$ cat config.mk
export PLATFORM = sky130hd
export DESIGN_NAME = periph_bus_bridge
export DESIGN_NICKNAME = d
export VERILOG_FILES = /design/src/rtl/periph_bus_bridge.sv
export SDC_FILE = /design/constraint.sdc
export NUM_CORES = 1
export LEC_CHECK = 0
export ABC_AREA = 1
export CORE_ASPECT_RATIO = 0.6
export CORE_MARGIN = 3
export CORE_UTILIZATION = 40
export DETAILED_ROUTE_END_ITERATION = 8
export PLACE_DENSITY = 0.76
export SYNTH_ARGS = -nofsm -noshare
export SYNTH_HDL_FRONTEND = slang
export SYNTH_SLANG_ARGS = --single-unit
export TNS_END_PERCENT = 1
$ cat constraint.sdc
create_clock -name CLK -period 2.1 [get_ports CLK]
set_clock_uncertainty 0.2 [all_clocks]
set_input_delay 0.525 -clock CLK [delete_from_list [all_inputs] [get_ports CLK]]
set_output_delay 0.525 -clock CLK [all_outputs]
set_load 0.1 [all_outputs]
$ cat src/rtl/periph_bus_bridge.sv
// Memory-stage to 16-bit peripheral bus bridge: runs 1 or 3 beats per request, then pulses HANDSHAKE.
// Optional macro PBB_TIMEOUT_EN adds a per-beat ACK timeout (READ all ones, ERROR set).
module periph_bus_bridge #(
  parameter int BEAT_W  = 16,
  parameter int PADDR_W = 16,
  parameter int TIMEOUT = 255
) (
  input  logic               CLK,
  input  logic               RESET,
  input  logic               ENABLE,
  input  logic [2:0]         CTRL,
  input  logic [47:0]        ADDRESS,
  input  logic [47:0]        WDATA,
  output logic [47:0]        READ,
  output logic               HANDSHAKE,
  output logic               ERROR,
  output logic               BUS_REQ,
  output logic               BUS_WE,
  output logic [PADDR_W-1:0] BUS_ADDR,
  output logic [BEAT_W-1:0]  BUS_WDATA,
  input  logic [BEAT_W-1:0]  BUS_RDATA,
  input  logic               BUS_ACK
);

  typedef enum logic [1:0] {IDLE, XFER, DONE, HOLD} BridgeState;

  BridgeState         state;
  BridgeState         stateNext;
  logic               accept;
  logic               reject;
  logic               beatDone;
  logic               timeoutHit;
  logic               opWrite;
  logic [1:0]         idx;
  logic [1:0]         lastIdx;
  logic [PADDR_W-1:0] baseQ;
  logic [47:0]        wdataQ;
  logic [47:0]        readQ;
  logic               errQ;
  logic               unusedAddrBits;

  assign unusedAddrBits = ^ADDRESS[47:PADDR_W];

`ifdef PBB_TIMEOUT_EN
  logic [7:0] waitCnt;
`else
  logic [7:0] unusedTimeout;
  assign unusedTimeout = 8'(TIMEOUT);
`endif

  always_ff @(posedge CLK or negedge RESET) begin
    if (!RESET) state <= IDLE;
    else        state <= stateNext;
  end

  // The request is only sampled in IDLE; HOLD blocks a still-held ENABLE from re-running it.
  always_comb begin
    stateNext  = state;
    accept     = 1'b0;
    reject     = 1'b0;
    beatDone   = 1'b0;
    timeoutHit = 1'b0;
    case (state)
      IDLE: begin
        if (ENABLE) begin
          if (CTRL[2]) begin
            reject    = 1'b1;
            stateNext = DONE;
          end else begin
            accept    = 1'b1;
            stateNext = XFER;
          end
        end
      end
      XFER: begin
        if (BUS_ACK) begin
          beatDone = 1'b1;
          if (idx == lastIdx) stateNext = DONE;
        end
`ifdef PBB_TIMEOUT_EN
        else if (waitCnt == 8'(TIMEOUT - 1)) begin
          timeoutHit = 1'b1;
          stateNext  = DONE;
        end
`endif
      end
      DONE:    stateNext = HOLD;
      HOLD:    if (!ENABLE) stateNext = IDLE;
      default: stateNext = IDLE;
    endcase
  end

  always_ff @(posedge CLK or negedge RESET) begin
    if (!RESET) begin
      opWrite <= 1'b0;
      idx     <= 2'd0;
      lastIdx <= 2'd0;
      baseQ   <= '0;
      wdataQ  <= '0;
      readQ   <= '0;
      errQ    <= 1'b0;
    end else begin
      if (accept) begin
        opWrite <= CTRL[1];
        lastIdx <= CTRL[0] ? 2'd0 : 2'd2;
        baseQ   <= ADDRESS[PADDR_W-1:0];
        wdataQ  <= WDATA;
        idx     <= 2'd0;
        readQ   <= '0;
        errQ    <= 1'b0;
      end
      if (reject) begin
        readQ <= '0;
        errQ  <= 1'b1;
      end
      // Little-endian assembly: beat 0 lands in the low slice, rd16 stays zero-extended.
      if (beatDone) begin
        idx <= idx + 2'd1;
        if (!opWrite) begin
          case (idx)
            2'd0:    readQ[BEAT_W-1:0]          <= BUS_RDATA;
            2'd1:    readQ[2*BEAT_W-1:BEAT_W]   <= BUS_RDATA;
            default: readQ[3*BEAT_W-1:2*BEAT_W] <= BUS_RDATA;
          endcase
        end
      end
      if (timeoutHit) begin
        readQ <= '1;
        errQ  <= 1'b1;
      end
    end
  end

`ifdef PBB_TIMEOUT_EN
  // Counts stalled cycles of the current beat; any ACK or leaving XFER restarts it.
  always_ff @(posedge CLK or negedge RESET) begin
    if (!RESET)                                      waitCnt <= 8'd0;
    else if (state == XFER && !BUS_ACK && !timeoutHit) waitCnt <= waitCnt + 8'd1;
    else                                             waitCnt <= 8'd0;
  end
`endif

  always_comb begin
    BUS_WDATA = '0;
    if (state == XFER) begin
      case (idx)
        2'd0:    BUS_WDATA = wdataQ[BEAT_W-1:0];
        2'd1:    BUS_WDATA = wdataQ[2*BEAT_W-1:BEAT_W];
        default: BUS_WDATA = wdataQ[3*BEAT_W-1:2*BEAT_W];
      endcase
    end
  end

  assign BUS_REQ   = (state == XFER);
  assign BUS_WE    = (state == XFER) && opWrite;
  assign BUS_ADDR  = (state == XFER) ? baseQ + PADDR_W'(idx) : '0;
  assign HANDSHAKE = (state == DONE);
  assign READ      = readQ;
  assign ERROR     = errQ;

endmodule

==> run_results.csv, run 1 <==
group,metric,value,unit
outcome,status,"complete, but fails checks",
outcome,violations,"setup timing",
detailed_routing,num_vias,5279,
clock_network,insertion_delay,0.41,ns
final_layout,final_util,0.7391,
floorplan,die_w,156.4,um
sta,hold_viol_final,0,
yosys,ys_top_cells_by_count,"nand2_1 (272), dfrtp_1 (119), nand3_1 (61), o21ai_0 (48), inv_1 (35)",
grt,grt_pass1_vias,5586,
sta,max_freq,358.8,MHz
yosys,synth_edf_count,0,
worst_hold_path,hold_class,"reg2reg",
sta,slew_violations,0,
floorplan,initial_utilization,0.4157,
final_layout,fin_area,9647,um^2
yosys,yosys_warnings,0,
detailed_routing,via_per_inst,5.032,
critical_path,worst-setup-path-type,"reg2out",
clock_network,cts_root_buffer,"clkbuf_16",
yosys,yosysTopAreaCellShare,0.5488,
clock_network,clkTransAtPathRegs,0.06,ns
yosys,netlist_area,5426,um^2
detailed_routing,drt_iter0_markers,250,
clock_network,cts_tree,"built",
sta,period_needed,2.787,ns
grt,gr-total-overflow,0,
critical_path,critPathCaptureType,"primary output",
sta,finalWorstSetupSlack,-0.6874,ns
floorplan,core-area,13050,um^2
detailed_routing,route.detailed.drc,0,
yosys,ys_ff_latch,119,
sta,setup_viol,35,
clock_network,cts_sinks,119,
floorplan,rows,32,
yosys,syn_nets,789,
yosys,ys_async_sr_fraction,1.000,
placed_design,hpwl,12.66,mm
final_layout,finalNetCount,994,
final_layout,drive_gt1_frac,0.2617,
sta,timing.hold.ws,0.2796,ns
yosys,yosysTopAreaCell,"dfrtp_1",
sta,slew_headroom,0.7382,
critical_path,crit_path_start_kind,"flip-flop",
grt,grt_pass1_wl,27.88,mm
clock_network,cts_buffers,17,
detailed_routing,ant_nets,0,
grt,grt_max_degree,58,
critical_path,r2r_start,"state[0]",
yosys,synth.most_common_cell,"nand2_1",
placed_design,place_ws,-0.3216,ns
clock_network,cts.path.max_buffers,2,
critical_path,crit_arrival,2.06,ns
yosys,synth_top_flop_cell,"dfrtp_1",
final_layout,syn_to_final_growth,77.77,%
yosys,ys_seq_area_frac,0.5488,
yosys,netlist_top_cells_area,"dfrtp_1 (55%), nand2_1 (19%), nand3_1 (5.6%)",
yosys,synthCells,661,
floorplan,die_y,96.22,um
yosys,ys_types,24,
sta,tightest_slew,0.3927,ns
critical_path,r2r_setup_slack,0.12,ns
critical_path,cp.required,1.37,ns
detailed_routing,firstDrtPassIters,5,
grt,antenna_found_initial,0,
grt,grtUsageTotal,0.2361,
worst_hold_path,hold_end,"wdataQ[14]",
sta,rsz0062_at_grt,"true",
floorplan,io_pins,203,
floorplan,design.die.area,15050,um^2
placed_design,port-buffer-count,170,
critical_path,worst-r2r-cell-count,9,
detailed_routing,drt-total-wl,17.32,mm
critical_path,cp_max_fo,5,
yosys,avgSynthCellArea,8.209,um^2
power_and_ir_drop,p_leak,4.342,nW
worst_hold_path,hp-start,"wdataQ[14]",
worst_hold_path,whs_path_depth,2,
sta,finalCritPeriodShare,1.327,
clock_network,htree_levels,4,
power_and_ir_drop,powerDensity,1818,nW/um^2
placed_design,gp_congestion,0.8837,
job,drv_cap,0,
placed_design,dpl_cell_area,8886,um^2
final_layout,antenna_cells,0,
power_and_ir_drop,ir_worst_vdd,1.214,mV
detailed_routing,wire_per_inst,16.51,um
critical_path,rr_endpoint,"READ[4]",
layout make-up:
| class | instances | area [um^2] |
|---|---|---|
| fill | 870 | 3406 |
| timing repair buffer | 222 | 3082 |
| sequential | 119 | 2978 |
| multi-input combinational | 468 | 2582 |
| clock buffer | 19 | 442.9 |
| tap | 170 | 212.7 |
| clock inverter | 13 | 193.9 |
| inverter | 38 | 155.1 |
sequential cells by signal (all words and copies together) (netlist names):
name,cells
idx,2
ERROR,1
lastIdx,1
wdataQ,48
state,2
READ,48
baseQ,16
opWrite,1
routing by layer:
| layer | GRT usage | share of wire | vias up | wire length [um] |
|---|---|---|---|---|
| met5 | 0 | 0 | - | 0 |
| met2 | 0.3893 | 0.48 | 192 | 8366 |
| met4 | 0.06701 | 0.011 | 0 | 184 |
| met1 | 0.3116 | 0.44 | 2525 | 7615 |
| met3 | 0.06020 | 0.067 | 21 | 1153 |
| li1 | - | - | 2541 | - |
how the worst max path moves through the flow:
stage | startpoint | endpoint | slack [ns]
2_1_floorplan | state[1] | BUS_WDATA[10] | -0.51
3_3_place_gp | baseQ[0] | BUS_ADDR[12] | -0.26
3_5_place_dp | baseQ[0] | BUS_ADDR[14] | -0.32
4_1_cts | baseQ[0] | BUS_ADDR[12] | -0.71
5_1_grt | idx[0] | BUS_ADDR[8] | -0.77
6_report | idx[0] | BUS_ADDR[8] | -0.69
through the flow:
step / TNS [ns] / total power, W / cells
2_1_floorplan: -14.24 / 0.01030 / 661
3_3_place_gp: -6.250 / 0.01403 / 1013
3_5_place_dp: -8.083 / 0.01428 / 1013
4_1_cts: -20.38 / 0.01757 / 1047
5_1_grt: -23.30 / 0.01832 / 1049
6_report: -20.38 / 0.01754 / 1049
where the power goes:
| group | total (W) | internal, W | leakage (nW) | switching [W] |
|---|---|---|---|---|
| clock network | 0.00311 | 0.00203 | 0.297 | 0.00108 |
| registers | 0.00406 | 0.00325 | 1.54 | 0.000813 |
| logic | 0.0104 | 0.00370 | 2.50 | 0.00667 |
| total | 0.0175 | 0.00898 | 4.34 | 0.00856 |
critical path, cell delays in order, from the launching register on:
cell and delay (ns):
dfrtp_1 0.38, ha_2 0.21, fa_2 0.39, nand2_4 0.11, nor2_4 0.06, nand2_2 0.06, nand2_2 0.08, a21oi_4 0.16
buf_12 0.19
logic make-up (layout without fill, tap and decap cells):
logic type / after synthesis / after routing / share of synthesized area
adders and majority gates: 9 / 9 / 0.02214
buffers and inverters: 74 / 292 / 0.06248
muxes: 3 / 3 / 0.005995
DFF: 119 / 119 / 0.5488
AOI/OAI and AO/OA: 92 / 92 / 0.08877
and+or+nand+nor: 363 / 363 / 0.2702
xor gates and xnor gates: 1 / 1 / 0.001614
cells in the final DEF, fill, tap and decap left out, types with 2 or more instances in the layout:
| master | synthesis | final |
|---|---|---|
| a21oi_4 | 0 | 6 |
| a31oi_4 | 0 | 16 |
| buf_12 | 0 | 95 |
| buf_4 | 6 | 38 |
| buf_6 | 3 | 3 |
| bufinv_16 | 0 | 4 |
| clkbuf_16 | 0 | 17 |
| clkdlybuf4s50_1 | 0 | 85 |
| clkinv_4 | 0 | 2 |
| clkinvlp_4 | 0 | 4 |
| dfrtp_1 | 119 | 119 |
| ha_1 | 8 | 3 |
| ha_2 | 0 | 4 |
| inv_1 | 35 | 31 |
| inv_2 | 2 | 6 |
| inv_6 | 0 | 3 |
| mux2_2 | 2 | 2 |
| nand2_1 | 272 | 265 |
| nand2_2 | 0 | 6 |
| nand3_1 | 61 | 59 |
| nand3_4 | 1 | 2 |
| nor2_1 | 24 | 13 |
| nor2_4 | 1 | 12 |
| nor3_1 | 3 | 3 |
| o21ai_0 | 48 | 43 |
| o21ai_1 | 20 | 24 |
repair_timing:
| action | in CTS | in global routing |
|---|---|---|
| pin swaps | 7 | 3 |
| cloned | 0 | 0 |
| hold buffers | 1 | 0 |
| resized for setup | 22 | 8 |
| setup buffers | 1 | 2 |
| endpoints found under the setup margin | 35 | 84 |
| hold endpoints to repair | 21 | 0 |
Note: power is estimated with default switching activity, not from simulation.
==> inputs of run 2 (changes only) <==
--- a/config.mk
+++ b/config.mk
@@ -9,8 +9,9 @@
 export CORE_ASPECT_RATIO = 0.6
 export CORE_MARGIN = 3
 export CORE_UTILIZATION = 40
+export CTS_CLUSTER_DIAMETER = 100
 export DETAILED_ROUTE_END_ITERATION = 8
-export PLACE_DENSITY = 0.76
+export PLACE_DENSITY_LB_ADDON = 0.25
 export SYNTH_ARGS = -nofsm -noshare
 export SYNTH_HDL_FRONTEND = slang
 export SYNTH_SLANG_ARGS = --single-unit
==> run 2 against run 1 <==
The run still ends with setup timing left. Register-to-register slack is essentially flat. Sequential share of layout area is 0.18 points lower. Final area rose by 0.62%. Combinational power about the same. Clock power about the same. Hold slack got worse by 0.0012 ns. First-iteration DRC count increased by 38%. Sequential cell count did not move. Wire length up 4.3%. Maximum frequency decreased by 0.34%. Critical endpoint unchanged.
==> run_results.csv, run 2 (synthesized netlist as in run 1, its figures left out) <==
group,metric,value,unit
floorplan,core-area,13050,um^2
floorplan,rows,32,
power_and_ir_drop,p_switching,0.008655,W
sta,rsz0062_at_grt,"true",
sta,max_freq,357.5,MHz
sta,timing.hold.ws,0.2784,ns
floorplan,design.die.area,15050,um^2
worst_hold_path,hp-start,"wdataQ[46]",
outcome,status,"complete, but fails checks",
detailed_routing,drt-total-wl,18.06,mm
critical_path,crit_arrival,2.07,ns
critical_path,cp_top_family,"adder cells",
detailed_routing,via_per_inst,5.121,
critical_path,cp-startpoint,"idx[0]",
clock_network,insertion_delay,0.40,ns
clock_network,htree_levels,4,
power_and_ir_drop,seqPwrFrac,0.231,
critical_path,crit_buf_inv,1,
clock_network,cts_tree,"built",
grt,grt_max_degree,49,
power_and_ir_drop,power.internal,0.008974,W
detailed_routing,firstDrtPassIters,5,
outcome,violations,"setup timing",
sta,slew_violations,0,
detailed_routing,ant_nets,0,
critical_path,critPathCaptureType,"primary output",
detailed_routing,num_vias,5382,
clock_network,cts.path.max_buffers,2,
final_layout,final_util,0.7437,
sta,hold_viol_final,0,
clock_network,clkTransAtPathRegs,0.06,ns
final_layout,final_common_cell,"nand2_1",
floorplan,initial_utilization,0.4157,
floorplan,die_y,96.22,um
clock_network,cts_buffers,17,
sta,period_needed,2.797,ns
final_layout,finalNetCount,996,
critical_path,cp_slowest_cell,"dfrtp_2",
sta,finalCritPeriodShare,1.332,
power_and_ir_drop,clkPwrFrac,0.176,
power_and_ir_drop,combPwrFrac,0.594,
detailed_routing,route.detailed.drc,0,
placed_design,port-buffer-count,170,
worst_hold_path,hold_class,"reg2reg",
sta,slew_headroom,0.7183,
floorplan,io_pins,203,
sta,finalWorstSetupSlack,-0.6968,ns
placed_design,place_ws,-0.4080,ns
critical_path,crit_path_start_kind,"flip-flop",
sta,tightest_slew,0.4226,ns
power_and_ir_drop,powerDensity,1816,nW/um^2
detailed_routing,wire_per_inst,17.18,um
job,drv_cap,0,
critical_path,cp_max_fo,5,
grt,grt_pass1_wl,28.28,mm
final_layout,antenna_cells,0,
critical_path,cp.required,1.37,ns
detailed_routing,drt_iter0_markers,346,
placed_design,gp_congestion,0.9194,
critical_path,max_stage_delay,0.44,ns
final_layout,drive_gt1_frac,0.2713,
placed_design,hpwl,13.15,mm
grt,grt_pass1_vias,5468,
power_and_ir_drop,ir_worst_vdd,1.166,mV
grt,gr-total-overflow,0,
clock_network,cts_root_buffer,"clkbuf_16",
grt,antenna_found_initial,0,
critical_path,worst-setup-path-type,"reg2out",
power_and_ir_drop,p_leak,4.376,nW
power_and_ir_drop,switching_share,0.4910,
clock_network,cts_sinks,119,
grt,grtUsageTotal,0.2412,
final_layout,layout_common_cells,"nand2_1 (262), dfrtp_1 (118), buf_12 (95), clkdlybuf4s50_1 (85), nand3_1 (58)",
critical_path,r2r_start,"state[1]",
power_and_ir_drop,p_total,0.01763,W
critical_path,cpMostUsedCell,"nand2_4",
critical_path,crit_path_cell_trace,"ha_4 -> fa_2 -> nand2_4 -> nor2_4 -> nand2_2 -> nand2_4 -> a21oi_4 -> buf_12",
final_layout,syn_to_final_growth,78.88,%
floorplan,die_w,156.4,um
sta,setup_viol,34,
run 2: cell types whose count changed in the layout (fill, tap and decap cells not counted), sizes merged:
| cell | delta |
|---|---|
| buf | +2 |
| clkinvlp | -3 |
| clkbuf | -1 |
| clkinv | +5 |
| inv | -1 |
run 2: area by class of cell:
type / instances / area, um^2
clock inverters: 14 / 198.9
clock buffers: 18 / 429.2
fillers: 895 / 3346
flip-flops and latches: 119 / 2979
repair buffers: 224 / 3104
inverters: 38 / 157.7
multi-input cells: 468 / 2625
well taps: 170 / 212.7
run 2: what timing repair did:
item	CTS	global route
pin swaps	9	2
hold buffers	1	0
hold endpoints to repair	25	0
endpoints found under the setup margin	35	47
buffers inserted	0	1
gates resized for setup	32	13
run 2: power by group through the flow:
stage / clock (W) / sequential, W / combinational [W]
4_1_cts: 0.00313 / 0.00404 / 0.0105
5_1_grt: 0.00325 / 0.00418 / 0.0110
3_3_place_gp: 0 / 0.00399 / 0.0101
2_1_floorplan: 0 / 0.00609 / 0.00421
6_report: 0.00310 / 0.00406 / 0.0105
3_5_place_dp: 0 / 0.00403 / 0.0103
run 2: metrics by stage:
step           TNS (ns)  area (um^2)  cells
4_1_cts          -20.33         9649   1050
6_report         -19.71         9707   1051
5_1_grt          -22.20         9707   1051
3_3_place_gp     -6.842         8916   1017
2_1_floorplan    -14.24         5867    661
3_5_place_dp     -8.024         8916   1017
run 2: worst reg2reg max path, stage by stage (launching register included):
cell,delay [ns]
dfrtp_1,0.39
inv_2,0.09
ha_4,0.28
buf_6,0.17
nand2_1,0.10
nor2_4,0.14
nand2_2,0.09
buf_12,0.17
nand3_1,0.10
o21ai_0,0.11
run 2: final timing paths:
path | endpoint | depth (start not counted) | slack (ns)
setup / recovery | BUS_ADDR[8] | 8 | -0.70
hold / removal | wdataQ[46] | 2 | 0.28
setup reg to reg | READ[20] | 9 | 0.12
hold reg to reg | wdataQ[46] | 2 | 0.28
max in group asynchronous | wdataQ[15] | 3 | 0.72
min in group asynchronous | READ[25] | 2 | 0.40
run 2: layer usage:
layer  global-route usage  vias up  wire [um]
li1                     -     2550          -
met4              0.06773        0        172
met3              0.04672       24        945
met5                    0        -          0
met1               0.3440     2634       8376
met2               0.3782      174       8565
